**config.mk**
```make
export PLATFORM = sky130hd
export DESIGN_NAME = seq_restoring_div
export DESIGN_NICKNAME = d
export VERILOG_FILES = /design/src/rtl/seq_restoring_div.sv
export SDC_FILE = /design/constraint.sdc
export NUM_CORES = 1
export LEC_CHECK = 0
export CAP_MARGIN = 10
export CORE_MARGIN = 2
export CORE_UTILIZATION = 50
export CTS_BUF_LIST = sky130_fd_sc_hd__clkbuf_8
export CTS_CLUSTER_DIAMETER = 120
export CTS_CLUSTER_SIZE = 10
export DETAILED_ROUTE_END_ITERATION = 6
export HOLD_SLACK_MARGIN = 0.1
export PLACE_DENSITY = 0.8
export SLEW_MARGIN = 5
export SYNTH_ARGS = -nofsm -noshare
export SYNTH_HDL_FRONTEND = slang
export SYNTH_SLANG_ARGS = --single-unit
```
**constraint.sdc**
```tcl
create_clock -name clk -period 3.37 [get_ports clk]
set_input_delay 0.337 -clock clk [delete_from_list [all_inputs] [get_ports clk]]
set_output_delay 0.337 -clock clk [all_outputs]
set_load 0.01 [all_outputs]
```
**src/rtl/seq_restoring_div.sv**
```systemverilog
// seq_restoring_div
// Multi-cycle unsigned divider using restoring shift-subtract. It produces one
// quotient bit per clock with a single (WIDTH+1)-bit subtractor, so a division
// takes WIDTH cycles from the accepting edge to the done pulse.
//
// Ports:
//   clk, rst     rising-edge clock; asynchronous active-high reset
//   start        division request, honoured only while busy=0 (IDLE or DONE)
//   dividend     unsigned dividend, captured on the accepting edge
//   divisor      unsigned divisor, captured on the accepting edge
//   busy         high while iterating; start is ignored then
//   done         one-cycle pulse; results are valid from this cycle
//   quotient     registered quotient, held until the next completion
//   remainder    registered remainder, held until the next completion
//   div_by_zero  set with done when the captured divisor was zero
module seq_restoring_div #(
  parameter int WIDTH = 16
) (
  input  logic             clk,
  input  logic             rst,
  input  logic             start,
  input  logic [WIDTH-1:0] dividend,
  input  logic [WIDTH-1:0] divisor,
  output logic             busy,
  output logic             done,
  output logic [WIDTH-1:0] quotient,
  output logic [WIDTH-1:0] remainder,
  output logic             div_by_zero
);

  localparam int CW = $clog2(WIDTH);

  typedef enum logic [1:0] {IDLE, CALC, DONE} state_t;

  state_t           state, state_nxt;
  logic [WIDTH:0]   pr;        // partial remainder
  logic [WIDTH-1:0] q;         // dividend shifts out the top, quotient bits shift in
  logic [WIDTH-1:0] d;         // captured divisor
  logic [CW-1:0]    cnt;       // iteration index 0..WIDTH-1

  logic             accept;
  logic             last;
  logic [WIDTH:0]   s, t, pr_nxt;
  logic [WIDTH-1:0] q_nxt;
  logic             restore;

  // DONE behaves like IDLE for new requests so operations can run back to back.
  assign accept = start && (state != CALC);
  assign last   = (cnt == CW'(WIDTH - 1));
  assign busy   = (state == CALC);
  assign done   = (state == DONE);

  always_ff @(posedge clk or posedge rst) begin
    if (rst) state <= IDLE;
    else     state <= state_nxt;
  end

  always_comb begin
    state_nxt = state;
    case (state)
      IDLE, DONE: begin
        if (start) state_nxt = (divisor == '0) ? DONE : CALC;
        else       state_nxt = IDLE;
      end
      CALC:    if (last) state_nxt = DONE;
      default: state_nxt = IDLE;
    endcase
  end

  // One restoring step: bring the next dividend bit into the partial
  // remainder, trial-subtract the divisor, and keep the difference only if it
  // did not borrow. The borrow is the MSB of the (WIDTH+1)-bit difference.
  always_comb begin
    s       = (pr << 1) | {{WIDTH{1'b0}}, q[WIDTH-1]};
    t       = s - {1'b0, d};
    restore = t[WIDTH];
    pr_nxt  = restore ? s : t;
    q_nxt   = {q[WIDTH-2:0], ~restore};
  end

  always_ff @(posedge clk or posedge rst) begin
    if (rst) begin
      pr          <= '0;
      q           <= '0;
      d           <= '0;
      cnt         <= '0;
      quotient    <= '0;
      remainder   <= '0;
      div_by_zero <= 1'b0;
    end else if (accept) begin
      pr  <= '0;
      q   <= dividend;
      d   <= divisor;
      cnt <= '0;
      // Zero divisor skips iteration entirely and reports the saturated result.
      if (divisor == '0) begin
        quotient    <= '1;
        remainder   <= dividend;
        div_by_zero <= 1'b1;
      end
    end else if (state == CALC) begin
      pr  <= pr_nxt;
      q   <= q_nxt;
      cnt <= cnt + CW'(1);
      // Results are published straight from the last step's next values so the
      // outputs change exactly on the completion edge.
      if (last) begin
        quotient    <= q_nxt;
        remainder   <= pr_nxt[WIDTH-1:0];
        div_by_zero <= 1'b0;
        cnt         <= '0;
      end
    end
  end

endmodule

```
==> results of run 1 <==
layout make-up:
class | count | share of cell area
repair buffers | 79 | 0.134
inverters | 25 | 0.0163
clock inverters | 6 | 0.0157
clock buffers | 9 | 0.0213
flip-flops and latches | 87 | 0.374
multi-input cells | 384 | 0.411
well taps | 129 | 0.0277
worst max path at each step:
stage | to | slack [ns] | cells past startpoint
5_1_grt | remainder[1] | 0.18 | 12
3_5_place_dp | remainder[1] | 0.44 | 12
4_1_cts | pr[0] | 0.39 | 12
3_3_place_gp | remainder[1] | 0.55 | 12
2_1_floorplan | remainder[3] | 0.74 | 12
6_report | pr[0] | 0.39 | 12
state kept, by name (all words and copies together), names as in the netlist:
register / flops
d: 16
cnt: 4
pr: 16
div_by_zero: 1
quotient: 16
state: 2
q: 16
remainder: 16
worst max-delay path: stages, from the launching register on:
cell and delay [ns]:
dfrtp_1 0.36, inv_1 0.06, ha_1 0.22, fa_1 0.39
nand2b_1 0.20, a21oi_1 0.18, o211ai_1 0.12, nand2_1 0.12
a311oi_4 0.13, xnor2_4 0.45, buf_12 0.21, mux2_4 0.31
o21ai_1 0.14
Yosys cell counts, types with 3 or more instances:
| cell | instances | share of area |
|---|---|---|
| a211oi_1 | 3 | 0.0047 |
| a21o_1 | 6 | 0.0094 |
| a21oi_1 | 30 | 0.031 |
| a31oi_1 | 4 | 0.0052 |
| and3_1 | 4 | 0.0052 |
| clkbuf_1 | 28 | 0.022 |
| dfrtp_1 | 87 | 0.46 |
| ha_1 | 17 | 0.045 |
| inv_1 | 25 | 0.020 |
| mux2i_1 | 30 | 0.063 |
| nand2_1 | 83 | 0.065 |
| nand2b_1 | 6 | 0.0079 |
| nand3_1 | 7 | 0.0073 |
| nand3b_1 | 16 | 0.025 |
| nor2_1 | 15 | 0.012 |
| nor2b_1 | 4 | 0.0052 |
| nor3_1 | 5 | 0.0052 |
| nor4_1 | 4 | 0.0052 |
| o21a_1 | 3 | 0.0047 |
| o21ai_0 | 69 | 0.072 |
| o21ai_1 | 24 | 0.025 |
| or3_1 | 16 | 0.021 |
| xnor2_1 | 7 | 0.013 |
cells by family (layout without fill, tap and decap cells):
group | Yosys count | in the layout | synth area share
muxes | 33 | 33 | 0.0715
DFF | 87 | 87 | 0.455
adders and majority gates | 18 | 18 | 0.0487
xor gates and xnor gates | 10 | 10 | 0.0223
buffers and inverters | 55 | 119 | 0.0450
AOI/OAI and AO/OA | 156 | 156 | 0.188
and+or+nand+nor | 167 | 167 | 0.169
routing by layer:
metal  routed length [um]  vias up  part of all wire
li1                     -     1970                 -
met1                 5230     2034              0.44
met2                 6060      119              0.51
met3                  465       23             0.039
met4                  228        0             0.019
met5                    0        -                 0
where the power goes:
| part | internal [mW] | switching [mW] |
|---|---|---|
| logic | 1.85 | 2.23 |
| registers | 1.55 | 0.346 |
| clock network | 0.421 | 0.398 |
| total | 3.83 | 2.98 |
per-stage QoR:
| stage | utilization | instance area (um2) | std cells | setup slack, ns | power, mW |
|---|---|---|---|---|---|
| 2_1_floorplan | - | 4780 | 526 | 0.736 | 4.76 |
| 3_3_place_gp | 0.606 | 5600 | 704 | 0.548 | 5.77 |
| 3_5_place_dp | 0.606 | 5600 | 704 | 0.438 | 5.94 |
| 4_1_cts | 0.630 | 5820 | 719 | 0.388 | 6.78 |
| 5_1_grt | 0.630 | 5820 | 719 | 0.180 | 7.31 |
| 6_report | 0.630 | 5820 | 719 | 0.392 | 6.80 |
==> flow_metrics.env, run 1 <==
export IMPL_r2r_end="pr[0]"
export IMPL_routabilityCongestion=0.887
export IMPL_ff2ff_path_depth=12
export IMPL_drc_errors=0
export IMPL_grt_max_degree=42
export IMPL_vias=4146
export IMPL_ant_nets=0
export IMPL_r2r_slack_ns=0.39
export IMPL_grt_first_pass_wirelength_um=19500
export IMPL_cp_max_fo=11
export IMPL_slew_viol_final=0
export IMPL_multi_input_area_um2=2390
export IMPL_power_leakage_nw=2.47
export IMPL_cts_root_buf="clkbuf_8"
export IMPL_grt_ovfl_total=0
export IMPL_synth_warnings=0
export IMPL_hold_buffers=0
export IMPL_busiest_layer="met2"
export IMPL_die_w_um=102
export IMPL_drive_above_1_share=0.0576
export IMPL_layout_common_cells="dfrtp_1, nand2_1, o21ai_0, clkdlybuf4s50_1"
export IMPL_nets=639
export IMPL_path_class="reg -> reg"
export IMPL_gr_usage_met3=0.0269
export IMPL_synth_main_ff_cell="dfrtp_1"
export IMPL_pwr_density_cell_nw_per_um2=1170
export IMPL_cts_tree="done"
export IMPL_ys_types=50
export IMPL_setup_violations=0
export IMPL_post_cts_setup_buffer_count=0
export IMPL_synthArstFlopShare=1.00
export IMPL_post_cts_resize_count=0
export IMPL_fin_crit_ns=2.98
export IMPL_core_rowCount=35
export IMPL_clockBufferDepth=2
export IMPL_coreArea_um2=9240
export IMPL_syn_mean_instance_area_um2=9.09
export IMPL_final_hold_viol_count=0
export IMPL_areaGrowthSynthToFinish_pct=21.7
export IMPL_required_ns=3.65
export IMPL_startpoint="q[15]"
export IMPL_cts_sinks=87
export IMPL_fin_tns_setup_ns=0
export IMPL_clock_skew_ns=0.0185
export IMPL_run_status="finished clean"
export IMPL_grt_use_total=0.241
export IMPL_wirelength_um=12000
export IMPL_worst_hold_slack_ns=0.339
export IMPL_wl_per_cell_um=16.7
export IMPL_drt_pass1_iter_count=5
export IMPL_synth_seq_area_share=0.455
export IMPL_clkTransAtPathRegs_ns=0.10
export IMPL_portBuffers=69
export IMPL_hold_path_class="in -> async"
export IMPL_synth_area_um2=4780
export IMPL_synth_edf_count=0
export IMPL_antenna_found_initial=0
export IMPL_drtIter0Drc=200
export IMPL_max_freq_mhz=336
export IMPL_clock_latency_ns=0.37
export IMPL_met2_usage=0.410
export IMPL_cts_buffers=9
export IMPL_maxCapViolCount=0
export IMPL_max_slew_margin_rel=0.336
export IMPL_worst_setup_path_start_kind="flip-flop"
export IMPL_grt_use_met1=0.318
export IMPL_fin_crit_sh=0.884
export IMPL_hpwlAfterDp_um=8540
export IMPL_viasPerCell=5.77
export IMPL_htreeDepth=3
export IMPL_layout_commonest_cell="dfrtp_1"
export IMPL_die_height_um=102
export IMPL_crit_path_end_kind="flip-flop"
export IMPL_syn_instance_count=526
export IMPL_peakVddDrop_uv=583
export IMPL_arrival_ns=3.26
export IMPL_n_antenna_cell=0
export IMPL_syn_nets=579
export IMPL_r2r_start="q[15]"
export IMPL_max_slew_worst_pin_slew_ns=0.992
export IMPL_die_area_um2=10400
export IMPL_start_util=0.517
export IMPL_n_fill_cell=752
export IMPL_synth_seq_cells=87
export IMPL_rsz0062_at_grt="no"
export IMPL_regArea_um2=2180
export IMPL_grt_pass1_vias=4006
export IMPL_ios=70
(Power assumes the default switching activity.)
==> run 2, diff against run 1 <==
Settings changed: CTS_CLUSTER_SIZE 10 to 8.
==> results of run 2 <==
The final DEF is identical to that of run 1; final timing and power are the same.
